`config.mk`:
```
export PLATFORM = sky130hd
export DESIGN_NAME = crossbar_nxn_rr
export DESIGN_NICKNAME = d
export VERILOG_FILES = /design/src/rtl/xbar_pkg.sv /design/src/rtl/xbar_rr_arbiter.sv /design/src/rtl/crossbar_nxn_rr.sv
export SDC_FILE = /design/constraint.sdc
export NUM_CORES = 1
export LEC_CHECK = 0
export CAP_MARGIN = 20
export CORE_MARGIN = 5
export CORE_UTILIZATION = 49
export DETAILED_ROUTE_END_ITERATION = 8
export HOLD_SLACK_MARGIN = 0.08
export PLACE_DENSITY = 0.94
export SLEW_MARGIN = 20
export SYNTH_ARGS = -nofsm -noshare
export SYNTH_HDL_FRONTEND = slang
export SYNTH_SLANG_ARGS = --single-unit
```
`constraint.sdc`:
```
create_clock -name clk -period 2.4 [get_ports clk]
set_input_delay 0.48 -clock clk [delete_from_list [all_inputs] [get_ports clk]]
set_output_delay 0.48 -clock clk [all_outputs]
set_load 0.05 [all_outputs]
```
`src/rtl/xbar_pkg.sv`:
```
// Shared crossbar package: default geometry and the index-width helper.
package xbar_pkg;

    localparam int XBAR_N_DEFAULT = 4;
    localparam int XBAR_W_DEFAULT = 8;

    // Ceiling log2, never below 1 so a 2-port crossbar still gets a 1-bit index.
    function automatic int clog2(input int value);
        int r;
        r = 1;
        while ((1 << r) < value) begin
            r = r + 1;
        end
        return r;
    endfunction

endpackage

```
`src/rtl/xbar_rr_arbiter.sv`:
```
// Per-output arbiter: N request bits in, one-hot grant out.
// Build option XBAR_RR_EN: defined -> round-robin with an internal pointer,
// undefined -> fixed priority (lowest index wins), no pointer state.
module xbar_rr_arbiter
    import xbar_pkg::*;
#(
    parameter int N = XBAR_N_DEFAULT
) (
    input  logic         clk,
    input  logic         rst_n,
    input  logic [N-1:0] req,
    input  logic         en,
    output logic [N-1:0] gnt
);

    localparam int S = clog2(N);

`ifdef XBAR_RR_EN
    logic [S-1:0] ptr_q;
    logic [S-1:0] ptr_d;

    // Search from the pointer upward with wrap; winner's successor becomes the new pointer.
    always_comb begin
        logic         found;
        int           idx_i;
        logic [S-1:0] idx;
        gnt   = '0;
        ptr_d = ptr_q;
        found = 1'b0;
        idx_i = 0;
        idx   = '0;
        for (int k = 0; k < N; k++) begin
            idx_i = int'(ptr_q) + k;
            if (idx_i >= N) begin
                idx_i = idx_i - N;
            end
            idx = S'(idx_i);
            if (en && !found && req[idx]) begin
                found    = 1'b1;
                gnt[idx] = 1'b1;
                ptr_d    = (idx_i == N - 1) ? '0 : S'(idx_i + 1);
            end
        end
    end

    // Pointer register, cleared asynchronously.
    always_ff @(posedge clk or negedge rst_n) begin
        if (!rst_n) begin
            ptr_q <= '0;
        end else begin
            ptr_q <= ptr_d;
        end
    end
`else
    // Fixed priority: lowest requesting index wins.
    always_comb begin
        logic found;
        gnt   = '0;
        found = 1'b0;
        for (int k = 0; k < N; k++) begin
            if (en && !found && req[k]) begin
                found  = 1'b1;
                gnt[k] = 1'b1;
            end
        end
    end

    // Clock and reset are unused without pointer state.
    logic unused_clk_rst;
    assign unused_clk_rst = clk & rst_n;
`endif

endmodule

```
`src/rtl/crossbar_nxn_rr.sv`:
```
// N x N crossbar with one arbiter per output and registered output stages.
// Build option XBAR_RR_EN selects round-robin (defined) or fixed priority
// (undefined) arbitration inside xbar_rr_arbiter.
module crossbar_nxn_rr
    import xbar_pkg::*;
#(
    parameter int N = XBAR_N_DEFAULT,
    parameter int W = XBAR_W_DEFAULT,
    localparam int S = clog2(N)
) (
    input  logic           clk,
    input  logic           rst_n,
    input  logic [N-1:0]   in_valid,
    input  logic [N*S-1:0] in_dest,
    input  logic [N*W-1:0] in_data,
    output logic [N-1:0]   in_ready,
    output logic [N-1:0]   out_valid,
    output logic [N*W-1:0] out_data,
    output logic [N*S-1:0] out_src,
    input  logic [N-1:0]   out_ready,
    output logic           err_drop
);

    // req[j][i] / gnt[j][i]: input i targeting / granted on output j.
    logic [N-1:0][N-1:0] req;
    logic [N-1:0][N-1:0] gnt;
    logic [N-1:0]        free;
    logic [N-1:0]        illegal;

    logic [N-1:0]   out_valid_q, out_valid_d;
    logic [N*W-1:0] out_data_q,  out_data_d;
    logic [N*S-1:0] out_src_q,   out_src_d;
    logic           err_drop_q,  err_drop_d;

    // Decode destinations into per-output request vectors; flag out-of-range ones.
    always_comb begin
        logic [S-1:0] dest;
        req     = '0;
        illegal = '0;
        dest    = '0;
        for (int i = 0; i < N; i++) begin
            dest       = in_dest[i*S +: S];
            illegal[i] = rst_n && in_valid[i] && ({1'b0, dest} >= (S+1)'(N));
            for (int j = 0; j < N; j++) begin
                req[j][i] = rst_n && in_valid[i] && (dest == S'(j));
            end
        end
    end

    // An output can accept when empty or being drained this cycle.
    always_comb begin
        free = '0;
        for (int j = 0; j < N; j++) begin
            free[j] = !out_valid_q[j] || out_ready[j];
        end
    end

    for (genvar j = 0; j < N; j++) begin : g_arb
        xbar_rr_arbiter #(.N(N)) u_arb (
            .clk   (clk),
            .rst_n (rst_n),
            .req   (req[j]),
            .en    (free[j]),
            .gnt   (gnt[j])
        );
    end

    // Accept an input when granted somewhere, or unconditionally when its destination is illegal.
    always_comb begin
        in_ready = '0;
        for (int i = 0; i < N; i++) begin
            in_ready[i] = illegal[i];
            for (int j = 0; j < N; j++) begin
                in_ready[i] = in_ready[i] | gnt[j][i];
            end
        end
    end

    // Output stage next state: load on grant, clear on drain, otherwise hold.
    always_comb begin
        out_valid_d = out_valid_q;
        out_data_d  = out_data_q;
        out_src_d   = out_src_q;
        err_drop_d  = |illegal;
        for (int j = 0; j < N; j++) begin
            if (|gnt[j]) begin
                out_valid_d[j] = 1'b1;
                for (int i = 0; i < N; i++) begin
                    if (gnt[j][i]) begin
                        out_data_d[j*W +: W] = in_data[i*W +: W];
                        out_src_d[j*S +: S]  = S'(i);
                    end
                end
            end else if (out_ready[j]) begin
                out_valid_d[j] = 1'b0;
            end
        end
    end

    // Output and error registers, cleared asynchronously.
    always_ff @(posedge clk or negedge rst_n) begin
        if (!rst_n) begin
            out_valid_q <= '0;
            out_data_q  <= '0;
            out_src_q   <= '0;
            err_drop_q  <= 1'b0;
        end else begin
            out_valid_q <= out_valid_d;
            out_data_q  <= out_data_d;
            out_src_q   <= out_src_d;
            err_drop_q  <= err_drop_d;
        end
    end

    assign out_valid = out_valid_q;
    assign out_data  = out_data_q;
    assign out_src   = out_src_q;
    assign err_drop  = err_drop_q;

endmodule

```
; Word level (Yosys, flattened, before mapping)
; Cells that the tools add are included.
[word_totals]
register_bits = 44
inputBits = 50
output_inout_bits = 49
wordCells = 188
[classes]
n_eq_ne = 12
muxes = 64
bitwise_logic = 12
reduce_logical = 88
[op_table]
columns = op, n
row1 = 8-bit 2-to-1 mux, 16
row2 = 1-bit logical AND, 48
row3 = 1-bit 2-to-1 mux, 32
row4 = 2-bit 2-to-1 mux, 16
row5 = 2-bit == test (second input constant), 8
row6 = 1-bit zero test, 16
row7 = 4-bit nonzero test, 4
row8 = 4-bit OR reduction, 4
row9 = 1-bit bitwise OR, 12
row10 = 2-bit by 1-bit == test with 1-bit output (second input constant), 4
row11 = 2-bit zero test, 4
row12 = 2-bit AND reduction, 4
row13 = 2-bit nonzero test, 4
row14 = 1-bit logical OR, 4

; Logic depth before layout (Yosys ltp)
; Gate-level depths: netlist of the first run.
[logic_depth]
ltp_word = 19
mapped_depth = 7
mapped_depth_nobuf = 4

; By module
; From an unflattened synthesis of the first run, not the netlist that was laid out.
[hier_totals]
hier_cells = 342
area_unflattened_um2 = 3021.6
[by_module_without_submodules]
columns = module, n_inst, cells_each, area_per_inst_um2, seq_area_each_um2
row1 = crossbar_nxn_rr, 1, 318, 2781.4, 1101.1
row2 = xbar_rr_arbiter, 4, 6, 60.1, 0.0

; Least setup slack after synthesis of the first run
; Ideal clock, no wire load.
[synth_timing]
kind = in2out
from = input port rst_n
to = output port in_ready[3]
t_arrival_ns = 1.855
required_time_ns = 1.920
path_slack_ns = 0.065
cell_stages = 7
n_path_buf = 3
cell_sequence = buf_6 buf_4 and4_1 nor2_1 clkbuf_1 nand4_1 nand3_1
[synth_between]
elab_chain_len = 19
elab_cells_between_ends = 79
classes_between = mux (16) / bitwise (3) / reduce/logical (60)
[synth_lines]
columns = element, line_no
row1 = from (decl), crossbar_nxn_rr.sv:12  ; input logic rst_n,
row2 = 1-bit logical AND (2 in series), crossbar_nxn_rr.sv:45  ; req[j][i] = rst_n && in_valid[i] && (dest == S'(j));
row3 = 1-bit logical AND, xbar_rr_arbiter.sv:61  ; if (en && !found && req[k]) begin
row4 = 1-bit 2-to-1 mux, xbar_rr_arbiter.sv:61
row5 = 1-bit zero test, xbar_rr_arbiter.sv:61
row6 = 1-bit logical AND (2 in series), xbar_rr_arbiter.sv:61
row7 = 1-bit 2-to-1 mux, xbar_rr_arbiter.sv:61
row8 = 1-bit zero test, xbar_rr_arbiter.sv:61
row9 = 1-bit logical AND (2 in series), xbar_rr_arbiter.sv:61
row10 = 1-bit 2-to-1 mux, xbar_rr_arbiter.sv:61
row11 = 1-bit zero test, xbar_rr_arbiter.sv:61
row12 = 1-bit logical AND (2 in series), xbar_rr_arbiter.sv:61
row13 = 1-bit 2-to-1 mux, xbar_rr_arbiter.sv:61
row14 = 1-bit bitwise OR (2 in series), crossbar_nxn_rr.sv:74  ; in_ready[i] = in_ready[i] | gnt[j][i];
row15 = 1-bit bitwise OR *, crossbar_nxn_rr.sv:74
row16 = to (decl), crossbar_nxn_rr.sv:16  ; output logic [N-1:0] in_ready,
; Every way passes the cells marked *; elsewhere a longest branch is shown, timed or not.

; Worst setup path after layout of the first run
[layout_timing]
from = input port in_valid[2]
to = output port in_ready[2]
[layout_between]
elab_chain_len = 7
elab_cells_between_ends = 16
classes_between = mux (4) / bitwise (3) / reduce/logical (9)
[layout_lines]
columns = element, line_no
row1 = from (decl), crossbar_nxn_rr.sv:13  ; input logic [N-1:0] in_valid,
row2 = 1-bit logical AND *, crossbar_nxn_rr.sv:45
row3 = 1-bit logical AND, crossbar_nxn_rr.sv:45
row4 = 1-bit logical AND, xbar_rr_arbiter.sv:61
row5 = 1-bit 2-to-1 mux, xbar_rr_arbiter.sv:61
row6 = 1-bit bitwise OR (2 in series), crossbar_nxn_rr.sv:74
row7 = 1-bit bitwise OR *, crossbar_nxn_rr.sv:74
; Marked as above.

==> results.md, run 1 <==
Timing:
- Static timing analysis puts the maximum clock frequency at 416 MHz.
- Headroom to the max-slew limit came out at 62.2%.
- The final setup skew is 6.18 ps.
- The minimum clock period after layout is 2410 ps.
- The number of max-slew violations in the final report was 0.
- The final period utilization is 100%.
- On the final layout, the worst hold slack is 414 ps.
- For the pin with the worst max-slew slack, the measured transition is 563 ps.
- Across all setup checks in the final design, the least slack found is -6.67 ps.
- The number of endpoints failing setup at the final stage is 1.
- The final-report hold violation count came to 0.

Layout:
- Compared with the post-synthesis result, the final layout area differs by 46.7%.
- The number of filler instances in the final layout is 538.
- Once layout is done, the placed cells without fillers occupy 5160 um2.
- The number of antenna repair diodes is 0.
- At the end of the flow the core is filled with cells to 72.4%.
- The ratio of cells with drive above 1 in the final layout is 18.2%.
- The final layout contains 604 nets.

Synth:
- When the netlist entered floorplanning its net count stood at 459.
- Counting every instance in the synthesized netlist gives 409.
- For this run, the number of Yosys warnings is 0.
- The post-synthesis average cell area is 8.61 um2.
- The predominant post-synthesis flop cell is sky130_fd_sc_hd__dfrtp_1.
- The number of enable-type register cells in the synthesized netlist is 0.
- Sequential elements use 31.3% of the synthesized area.
- The library cell with the largest summed area after synthesis is sky130_fd_sc_hd__dfrtp_1.
- The netlist area before placement is 3520 um2.
- The flop and latch count out of synthesis is 44.
- By area the synthesized netlist is led by sky130_fd_sc_hd__dfrtp_1, sky130_fd_sc_hd__o211ai_1, sky130_fd_sc_hd__and2_1.
- In the synthesized netlist the async set-or-reset flop fraction comes to 100%.
- In this run the biggest area consumer among cell types represents 31.3% of the synthesized area.
- The most instantiated library cell after synthesis is sky130_fd_sc_hd__o211ai_1.
- Sorting the synthesized cells by how often they occur yields sky130_fd_sc_hd__o211ai_1, sky130_fd_sc_hd__and2_1, sky130_fd_sc_hd__dfrtp_1.
- In this run, distinct cell masters in the synthesized netlist total 39.

GRT:
- Global routing used 30.3% of the available tracks across all layers.
- The via count of the first global-routing pass was 4353.
- Entering global routing, the biggest net connects 30 pins.
- The residual overflow from global routing is 0.
- The number of antenna violations at the first check in global routing is 0.
- The first-pass GRT wire length is 21.4 mm.

Route:
- The first routing iteration left 417 violations.
- The routed layout has 4378 vias.
- For this run, the detailed router's first-pass iteration total came to 5.
- The total wire length is 13.4 mm.
- The DRC violation count after routing is 0.
- In the routed layout, each cell is associated on average with a via count of 6.69.
- In the final routed layout, each cell accounts on average for 20.5 um.
- Once detail routing completed, the nets flagged for antenna violations numbered 0.

Floorplanning:
- The die outline width is 94.8 um.
- The count of pins on the block boundary is 99.
- The die area is 8980 um2.
- For this configuration, the core starts out at a cell density of 49.3%.
- After floorplanning, the core was sized to cover 7140 um2.
- The number of core rows is 31.
- The die span in y is 94.8 um.

Clock tree:
- After clock tree synthesis, the clock-pin slew on the worst setup and hold paths is 90 ps.
- TritonCTS built the clock tree.
- The H-tree was split into 2 levels.
- The maximum clock insertion buffer count is 2.
- The tree is rooted in a sky130_fd_sc_hd__clkbuf_8.
- The number of hold buffers added after CTS is 0.
- Clock latency on the worst-skew pair, taken at its later pin, is 300 ps.
- Buffers inserted during clock tree synthesis total 5.
- The clock sink total is 44.

Power:
- The internal portion of total power is 1850 uW.
- The reported leakage power is 0.00213 uW.
- The share of total power dissipated in sequential elements is 30.6%.
- The power density over cell area is 665 nW/um2.
- The combinational share of power is 55.2%.
- The switching portion of total power is 46.1%.
- Summed over all nets, the switching power comes to 1580 uW.
- In this run, the clock network consumes 14.2% of the power.
- Across the VDD grid, the largest voltage drop is 0.405 mV.

Flow run:
- The number of maximum-capacitance constraint violations is 0.

Worst setup path:
- The worst setup path is captured at an output pin.
- The worst path arrival time is 1930 ps.
- The data required time of the worst path is 1920 ps.
- The largest fanout on the critical path is 5.
- The worst setup path is of the in2out kind.
- The launching element type of the critical path is an input port.

Worst hold path:
- The path type of the worst min-delay path is in2async.

Placement:
- The number of I/O port buffers is 97.
- The cell area after placement is 5020 um2.
- The half-perimeter wire length after detailed placement is 10.3 mm.
- Routability-driven placement finished with a final weighted congestion of 1.06.

Outcome:
- The checks that failed: negative setup slack.
- The flow ran to the end, but the final reports show violations.
-- cell type report --
cell class	count	area [um2]	area share (%)
multi-input combinational	331	2280	44.1
timing repair buffer	170	1560	30.3
sequential	44	1100	21.3
tap	99	124	2.40
clock buffer	8	90.1	1.74
inverter	2	7.51	0.145
-- repair_timing --
item / CTS / global route
resized for setup: 12 / 9
endpoints found under the setup margin: 4 / 3
pin swaps: 2 / 2
setup buffers: 2 / 1
-- critical path, cell delays in order --
cell and delay [ps]:
sky130_fd_sc_hd__clkdlybuf4s50_1 500, sky130_fd_sc_hd__buf_4 150, sky130_fd_sc_hd__and4b_1 250, sky130_fd_sc_hd__nand3_1 130, sky130_fd_sc_hd__nand4_1 230, sky130_fd_sc_hd__buf_12 170
-- registers in the layout, summed over array words and instances (netlist names) --
register,count
out_data,32
out_src,8
out_valid,4
-- power groups by stage --
stage          Sequential [uW]  Clock, uW  Combinational (uW)
4_1_cts                   1050        490                1880
3_5_place_dp              1060          0                1880
5_1_grt                   1080        523                1980
3_3_place_gp              1050          0                1840
2_1_floorplan             1730          0                 444
6_report                  1050        488                1890
-- through the flow --
stage | std cells | TNS (ps) | setup slack, ps | total power, uW
after floorplan | 409 | 0 | 65.1 | 2170
after global placement | 643 | -302 | -102 | 2900
after detailed placement | 643 | -2190 | -151 | 2940
after CTS | 653 | 0 | 21.1 | 3430
after global routing | 654 | -40.9 | -40.9 | 3580
final | 654 | -6.67 | -6.67 | 3430
-- metal layers --
metal | up-vias | share of wire (%) | GRT usage (%)
met5 | - | 0 | 0
met4 | 0 | 5.8 | 17.2
met3 | 80 | 10 | 6.37
met2 | 335 | 47 | 49.5
met1 | 2044 | 37 | 37.0
li1 | 1919 | - | -
-- cell families after synthesis --
group           count (synthesis)  share of synthesized area, %
other cells                     1                         0.107
simple gates                  181                          30.1
compound gates                149                          33.8
flops                          44                          31.3
buf+inv                        34                          4.69
-- final timing paths --
path                                                  to  slack [ps]  cells after the start                      from
worst max register to register  out_data[13]$_DFFE_PN0P_         890                      6  out_valid[1]$_DFFE_PN0P_
worst min-delay path            out_data[23]$_DFFE_PN0P_         410                      2                     rst_n
min in group clk                out_data[26]$_DFFE_PN0P_         500                      2  out_data[26]$_DFFE_PN0P_
worst max-delay path                         in_ready[2]          -7                      6               in_valid[2]
max in group asynchronous       out_data[20]$_DFFE_PN0P_        1670                      2                     rst_n
worst min register to register  out_data[26]$_DFFE_PN0P_         500                      2  out_data[26]$_DFFE_PN0P_
-- placed cells by master, fill, tap and decap left out, drive strengths merged, types with 4 or more instances in the layout --
cell,count
nand4,10
o21ai,22
nor2,27
o221ai,32
nand2b,4
buf,78
nand2,39
o41ai,4
and2,46
nand3,6
o211ai,50
nor2b,4
a21oi,14
nand4b,8
and4,4
o2111ai,17
clkbuf,8
and3,13
clkdlybuf4s50,81
dfrtp,44
dlygate4sd2,7
nor3,4
dlymetal6s2s,4
and4b,8
Note: power is estimated with default switching activity, not from simulation.
==> run 2, diff against run 1 <==
--- a/config.mk
+++ b/config.mk
@@ -9,6 +9,7 @@
 export CORE_MARGIN = 5
 export CORE_UTILIZATION = 49
 export DETAILED_ROUTE_END_ITERATION = 8
+export GPL_TIMING_DRIVEN = 0
 export HOLD_SLACK_MARGIN = 0.08
 export PLACE_DENSITY = 0.94
 export SLEW_MARGIN = 20
==> constraint.sdc (replaced) <==
create_clock -name clk -period 2.5 [get_ports clk]
set_input_delay 0.5 -clock clk [delete_from_list [all_inputs] [get_ports clk]]
set_output_delay 0.5 -clock clk [all_outputs]
set_load 0.05 [all_outputs]
==> run 2 against run 1 <==
Effect of this change: the flow now finishes without violations; wire length up 9.2%; non-clock buffer count down 27; flip-flop and latch count unchanged; worst hold slack worse by 290 ps; utilization down 2.2 points; sequential power down 4%; worst setup slack better by 28 ps; clock power up 15%; design area down 3.0%; critical path depth unchanged; count of clock-buffer cells in the layout down 2; register-to-register slack worse by 230 ps; largest cell class unchanged; highest routed layer unchanged.
==> results.md, run 2 (synthesis results as in run 1) <==
Outcome:
- The run finished with clean final reports.

Clock tree:
- The maximum clock insertion buffer count is 2 (unchanged).
- TritonCTS built the clock tree.
- The number of H-tree levels is 2 (unchanged).
- The clock slew at the register clock pins of the worst setup and hold paths is 90 ps (about the same).
- The later-pin clock latency in the skew report is 300 ps (about the same).
- The clock tree root buffer cell is sky130_fd_sc_hd__clkbuf_8.
- The clock sink total was 44 (unchanged).
- The number of buffers created by CTS is 5 (unchanged).

Layout:
- The number of nets in the layout is 577 (-4.5%).
- The most common cell after layout, fill and taps aside is sky130_fd_sc_hd__clkdlybuf4s50_1.
- The flip-flop count of the largest register, all copies and words added was 32 (unchanged).
- In the layout the commonest cells are sky130_fd_sc_hd__clkdlybuf4s50_1, sky130_fd_sc_hd__o211ai_1, sky130_fd_sc_hd__and2_1.
- The ratio of cells with drive above 1 in the final layout is 15.5% (-2.7 points).
- The number of antenna repair diodes was 0 (unchanged).
- The post-synthesis to final-layout area growth is 42.3%.
- The post-route non-filler standard cell count is 627 (-4.1%).
- The number of filler instances in the final layout came to 588 (+9.3%).

Power:
- The switching portion of total power is 46.0% (-0.11 points).
- The internal portion of total power was 1820 uW (-1.9%).
- The total power consumption of the routed design is 3360 uW (-2.1%).
- The power density over cell area is 671 nW/um2 (+0.93%).
- The switching component of the power is 1550 uW (-2.3%).
- The combinational share of power is 53.4% (-1.8 points).
- The reported leakage power came to 0.00200 uW (-5.8%).
- The maximum resistive drop on vdd is 0.478 mV (+18%).
- The clock group share of total power is 16.6% (+2.4 points).
- The sequential power share is 30.0% (-0.6 points).

Timing:
- Timing would allow up to 404 MHz.
- The final-report hold violation count was 0 (unchanged).
- The final setup skew was 10.1 ps (+3.93 ps).
- The number of endpoints failing setup at the final stage came to 0 (-1).
- Setup repair after global routing could not meet its margin everywhere.
- The number of max-slew violations in the final report came to 0 (unchanged).
- The final critical path takes up 99.1% of the cycle.
- The worst-margin pin slew was 818 ps (+255 ps).
- For the finished layout, the period the worst path requires is 2480 ps.
- The normalized max-slew margin is 45.1% (-17 points).

Worst setup path:
- The worst-case reg-to-reg path depth is 5 (-1).
- The worst setup path is launched from an input port.
- The data required time of the worst path came to 2000 ps (+80 ps).
- The critical path goes through clkdlybuf4s50_1 -> nor2b_2 -> nor2_2 -> a22o_1 -> a211o_1 -> buf_4.
- The type of element capturing the critical path is an output pin.
- The reg-to-reg critical path endpoint is out_data[14]$_DFFE_PN0P_.
- The worst path arrival time is 1980 ps (+50 ps).
- The end of the critical path is in_ready[1].
- The largest fanout on the critical path came to 5 (unchanged).
- The slowest stage of the critical path is the sky130_fd_sc_hd__clkdlybuf4s50_1 cell.
- The worst setup slack for register-to-register paths is 660 ps (-230 ps).
- In this run the worst setup path begins at out_ready[3].
- The startpoint identified for the worst register-to-register timing path is out_valid[1]$_DFFE_PN0P_.
- The critical path is of the in2out type.
- The largest incremental delay on the critical path is 420 ps (-80 ps).

Floorplanning:
- The initial cell density of the core is 49.3% (unchanged).
- The count of pins on the block boundary is 99 (unchanged).
- The die outline width is 94.8 um (unchanged).
- The number of core rows is 31 (unchanged).
- The die span in y is 94.8 um (unchanged).
- The die area came to 8980 um2 (unchanged).
- The area of the core region is 7140 um2 (unchanged).

Route:
- The total wire length came to 14.6 mm (+9.2%).
- The average wire length per cell after detail routing came to 23.3 um (+14%).
- The via count is 4256 (-2.8%).
- The number of vias per cell after detailed routing is 6.79 (+1.4%).
- The DRC violation count after routing is 0 (unchanged).
- The post-detailed-route count of antenna-violating nets is 0 (unchanged).
- The number of detailed-routing iterations run before antenna repair was 5 (unchanged).
- The number of DRC markers in iteration 0 is 346 (-17%).

Placement:
- The half-perimeter wire length after detailed placement came to 10.7 mm (+4.0%).
- The instance count after placement with tap cells included was 606 (-5.8%).
- The number of I/O port buffers is 97 (unchanged).
- The routability congestion estimate from global placement is 0.943 (-11%).

GRT:
- The via count of the first global-routing pass is 4129 (-5.1%).
- The first-pass GRT wire length is 22.8 mm (+6.2%).
- The total routing resource utilization after global routing is 33.3% (+2.9 points).
- The largest net degree at the start of global routing came to 25 (-17%).
- The number of antenna violations at the first check in global routing is 0 (unchanged).
- The residual overflow from global routing came to 0 (unchanged).

Worst hold path:
- The path type of the worst min-delay path is in2async.

Flow run:
- The number of maximum-capacitance constraint violations is 0 (unchanged).
-- run 2: worst max-delay path, delay by kind of cell --
kind / cells / cell delay (ps)
buf+inv: 2 / 610
simple gates: 2 / 340
compound gates: 2 / 510
-- run 2: worst min-delay path by stage --
| stage | endpoint | slack (ps) | depth (start not counted) |
|---|---|---|---|
| 6_report | out_src[7]$_DFFE_PN0P_ | 120 | 2 |
| 5_1_grt | out_data[20]$_DFFE_PN0P_ | 130 | 2 |
| 4_1_cts | out_data[28]$_DFFE_PN0P_ | 130 | 2 |
| 3_5_place_dp | out_data[1]$_DFFE_PN0P_ | 480 | 2 |
| 3_3_place_gp | out_data[24]$_DFFE_PN0P_ | 480 | 2 |
| 2_1_floorplan | out_data[0]$_DFFE_PN0P_ | 200 | 0 |
-- run 2: per-stage QoR --
| step | hold slack (ps) | utilization (%) | TNS, ps | area [um2] | worst slack (ps) |
|---|---|---|---|---|---|
| 2_1_floorplan | 204 | - | 0 | 3520 | 125 |
| 3_3_place_gp | 483 | 64.7 | -112010 | 4620 | -3090 |
| 3_5_place_dp | 484 | 64.9 | -12330 | 4630 | -1280 |
| 4_1_cts | 128 | 69.0 | 0 | 4930 | 12.1 |
| 5_1_grt | 133 | 70.2 | -39.1 | 5010 | -38.3 |
| 6_report | 124 | 70.2 | 0 | 5010 | 21.8 |
-- run 2: area by class of cell --
class | count | area [um2] | share of cell area [%]
Multi-Input combinational cell | 331 | 2350 | 47.0
Timing Repair Buffer | 115 | 1120 | 22.5
Sequential cell | 44 | 1100 | 22.0
Buffer | 28 | 190 | 3.80
Tap cell | 99 | 124 | 2.47
Clock buffer | 6 | 72.6 | 1.45
Clock inverter | 2 | 35.0 | 0.699
Inverter | 2 | 7.51 | 0.150
-- run 2: power groups by stage --
stage          registers [uW]  logic, uW  clock network (uW)
2_1_floorplan            1660        426                   0
3_3_place_gp             1010       1720                   0
4_1_cts                  1000       1770                 563
5_1_grt                  1030       1880                 589
3_5_place_dp             1020       1740                   0
6_report                 1010       1800                 559
-- run 2: per-layer routing --
layer | vias to the layer above | global-route usage, % | part of all wire [%]
met4 | 0 | 17.8 | 5.9
met2 | 293 | 51.4 | 45
met5 | - | 0 | 0
met3 | 68 | 5.50 | 8.9
li1 | 1866 | - | -
met1 | 2029 | 44.4 | 40
-- run 2: timing repair --
item | in CTS | in global routing
buffers inserted | 9 | 7
resized for setup | 85 | 11
setup endpoints to repair | 7 | 3
endpoints found under the hold margin | 20 | 0
hold buffers | 1 | 0
pin swaps | 6 | 3
==> run 3, diff against run 2 <==
--- a/config.mk
+++ b/config.mk
@@ -16,3 +16,4 @@
 export SYNTH_ARGS = -nofsm -noshare
 export SYNTH_HDL_FRONTEND = slang
 export SYNTH_SLANG_ARGS = --single-unit
+export TNS_END_PERCENT = 30
==> run 3 against run 2 <==
Effect of this change: non-clock buffer count is 3 lower; fmax rose by 0.16%; clock power grew 1%; global-route usage is 0.073 points higher; die area unchanged; first-iteration DRC count increased by 18%; critical path depth is the same; combinational power about the same; critical path type unchanged; largest cell class unchanged.
==> results.md, run 3 (synthesis results as in run 1) <==
Route:
- The number of vias per cell after detailed routing is 6.86 (+1.0%).
- The number of detailed-routing iterations run before antenna repair is 5 (unchanged).
- The post-detailed-route count of antenna-violating nets was 0 (unchanged).
- The via count is 4280 (+0.56%).
- The average wire length per cell after detail routing is 23.5 um (+0.96%).
- The number of DRC markers in iteration 0 was 409 (+18%).
- The total wire length is 14.7 mm (+0.48%).
- The DRC violation count after routing is 0 (unchanged).

Timing:
- The minimum hold slack came to 119 ps (-5.46 ps).
- The final setup skew is 7.02 ps (-3.08 ps).
- The number of endpoints failing setup at the final stage is 0 (unchanged).
- The final period utilization is 99.0% (-0.15 points).
- The top achievable clock speed is 404 MHz (+0.16%).
- The number of max-slew violations in the final report was 0 (unchanged).
- The worst setup margin is 25.6 ps (+3.84 ps).
- The normalized max-slew margin was 44.4% (-0.65 points).
- The final-report hold violation count is 0 (unchanged).
- Setup repair after global routing could not meet its margin everywhere.
- The worst-margin pin slew came to 828 ps (+9.69 ps).
- The minimum clock period after layout is 2470 ps (-3.84 ps).
- The setup TNS after final layout came to 0 ps (unchanged).

Floorplanning:
- The die outline width was 94.8 um (unchanged).
- The die span in y is 94.8 um (unchanged).
- The count of pins on the block boundary is 99 (unchanged).
- The die area is 8980 um2 (unchanged).
- The number of core rows is 31 (unchanged).
- The initial cell density of the core is 49.3% (unchanged).
- The area of the core region came to 7140 um2 (unchanged).

Worst setup path:
- The type of the setup path with the least slack is in2out.
- The data required time of the worst path is 2000 ps (about the same).
- The largest fanout on the critical path is 5 (unchanged).
- The worst path arrival time is 1970 ps (about the same).
- The type of element capturing the critical path is an output pin.
- The worst setup path is launched from an input port.

Placement:
- The pre-CTS worst setup slack is -1280 ps (unchanged).
- The instance count after placement with tap cells included is 606 (unchanged).
- The number of I/O port buffers is 97 (unchanged).
- The half-perimeter wire length after detailed placement is 10.7 mm (unchanged).
- The routability congestion estimate from global placement is 0.943 (unchanged).

Layout:
- The flip-flop count of the largest register, all copies and words added is 32 (unchanged).
- The post-route non-filler standard cell count is 624 (-0.48%).
- From synthesis to final layout, the design area changed by 41.7%.
- In the layout the commonest cells are sky130_fd_sc_hd__clkdlybuf4s50_1, sky130_fd_sc_hd__o211ai_1, sky130_fd_sc_hd__and2_1.
- The area of the multi-input gates is 2350 um2 (-0.11%).
- The number of antenna repair diodes is 0 (unchanged).
- The core utilization of the finished layout is 69.9% (-0.30 points).
- The ratio of cells with drive above 1 in the final layout is 14.9% (-0.67 points).
- The storage element area was 1100 um2 (unchanged).
- The number of filler instances in the final layout came to 591 (+0.51%).
- The library cell used most frequently in the layout, excluding fill and tap cells, is sky130_fd_sc_hd__clkdlybuf4s50_1.
- The number of nets in the layout is 574 (-0.52%).

GRT:
- The number of antenna violations at the first check in global routing is 0 (unchanged).
- The met3 layer usage reported by global route was 5.74% (+0.24 points).
- The via count of the first global-routing pass was 4134 (+0.12%).
- The met1 layer usage reported by global route is 44.1% (-0.29 points).
- The first-pass GRT wire length was 22.8 mm (about the same).
- The total routing resource utilization after global routing was 33.3% (+0.073 points).
- The largest net degree at the start of global routing is 25 (unchanged).
- In this run the most used layer during global routing was met2.
- The residual overflow from global routing is 0 (unchanged).
- The routing usage on met2 was 52.0% (+0.59 points).

Power:
- The reported leakage power is 0.00200 uW (-0.43%).
- The power density over cell area is 676 nW/um2 (+0.66%).
- The maximum resistive drop on vdd is 0.478 mV (about the same).

Outcome:
- The flow ran to the end, and the final reports show no timing, DRC or antenna violations.

Clock tree:
- The clock tree root buffer cell is sky130_fd_sc_hd__clkbuf_8.
- The clock slew at the register clock pins of the worst setup and hold paths is 90 ps (about the same).
- TritonCTS built the clock tree.
- The number of buffers created by CTS was 5 (unchanged).
- The clock sink total is 44 (unchanged).
- The number of H-tree levels came to 2 (unchanged).
- The maximum clock insertion buffer count was 2 (unchanged).
- The later-pin clock latency in the skew report is 300 ps (about the same).

Flow run:
- The number of maximum-capacitance constraint violations is 0 (unchanged).

Worst hold path:
- The path type of the worst min-delay path is in2async.
==> run 3: cell types whose count changed in the layout (fill, tap and decap cells not counted) <==
cell,change
sky130_fd_sc_hd__and4b_2,-1
sky130_fd_sc_hd__dlymetal6s2s_1,+1
sky130_fd_sc_hd__buf_4,-3
sky130_fd_sc_hd__and4b_1,+1
sky130_fd_sc_hd__and4_4,-1
sky130_fd_sc_hd__dlygate4sd2_1,-1
sky130_fd_sc_hd__and4_2,+1
==> run 3: worst paths after layout <==
kind	start	slack, ps	depth (start not counted)	endpoint
setup / recovery	out_ready[3]	30	6	in_ready[1]
max in group asynchronous	rst_n	1860	2	out_data[23]$_DFFE_PN0P_
setup reg to reg	out_valid[1]$_DFFE_PN0P_	610	5	out_data[14]$_DFFE_PN0P_
hold reg to reg	out_data[25]$_DFFE_PN0P_	500	2	out_data[25]$_DFFE_PN0P_
hold / removal	rst_n	120	2	out_valid[3]$_DFFE_PN0P_
min in group clk	out_data[25]$_DFFE_PN0P_	500	2	out_data[25]$_DFFE_PN0P_
==> run 3: layout make-up <==
cell class / count / area share [%]
repair buffers: 112 / 22.2
well taps: 99 / 2.48
clock inverters: 2 / 0.702
flip-flops and latches: 44 / 22.1
inverters: 2 / 0.150
clock buffers: 6 / 1.45
multi-input cells: 331 / 47.2
plain buffers: 28 / 3.81
==> run 3: power by group <==
| part | total [uW] | leakage, uW | switching, uW | internal, uW |
|---|---|---|---|---|
| Combinational | 1800 | 0.00140 | 1170 | 624 |
| Sequential | 1010 | 0.000543 | 113 | 895 |
| Clock | 566 | 0.0000552 | 269 | 297 |
| Total | 3370 | 0.00200 | 1550 | 1820 |
==> run 3: worst max-delay path, stage by stage <==
cell and delay [ps]:
sky130_fd_sc_hd__clkdlybuf4s50_1 420, sky130_fd_sc_hd__nor2b_2 240, sky130_fd_sc_hd__nor2_2 100, sky130_fd_sc_hd__a22o_1 230, sky130_fd_sc_hd__a211o_1 270, sky130_fd_sc_hd__buf_4 190
==> run 3: per-stage QoR <==
| stage | total power (uW) | area (um2) |
|---|---|---|
| 2_1_floorplan | 2080 | 3520 |
| 3_3_place_gp | 2730 | 4620 |
| 3_5_place_dp | 2750 | 4630 |
| 4_1_cts | 3330 | 4890 |
| 5_1_grt | 3510 | 4990 |
| 6_report | 3370 | 4990 |
==> run 3: what timing repair did <==
action | 4_1_cts | 5_1_grt
pin swaps | 4 | 4
gates resized for setup | 79 | 15
hold buffers | 1 | 0
endpoints found under the setup margin | 7 | 4
hold endpoints to repair | 20 | 0
cloned | 0 | 0
setup buffers | 6 | 7
==> run 3: routing by layer <==
layer,part of all wire (%),wire length [um],up-vias
met5,0,0,-
met4,5.4,789,0
met3,9.1,1340,58
met2,45,6680,297
met1,40,5880,2053
li1,-,-,1872
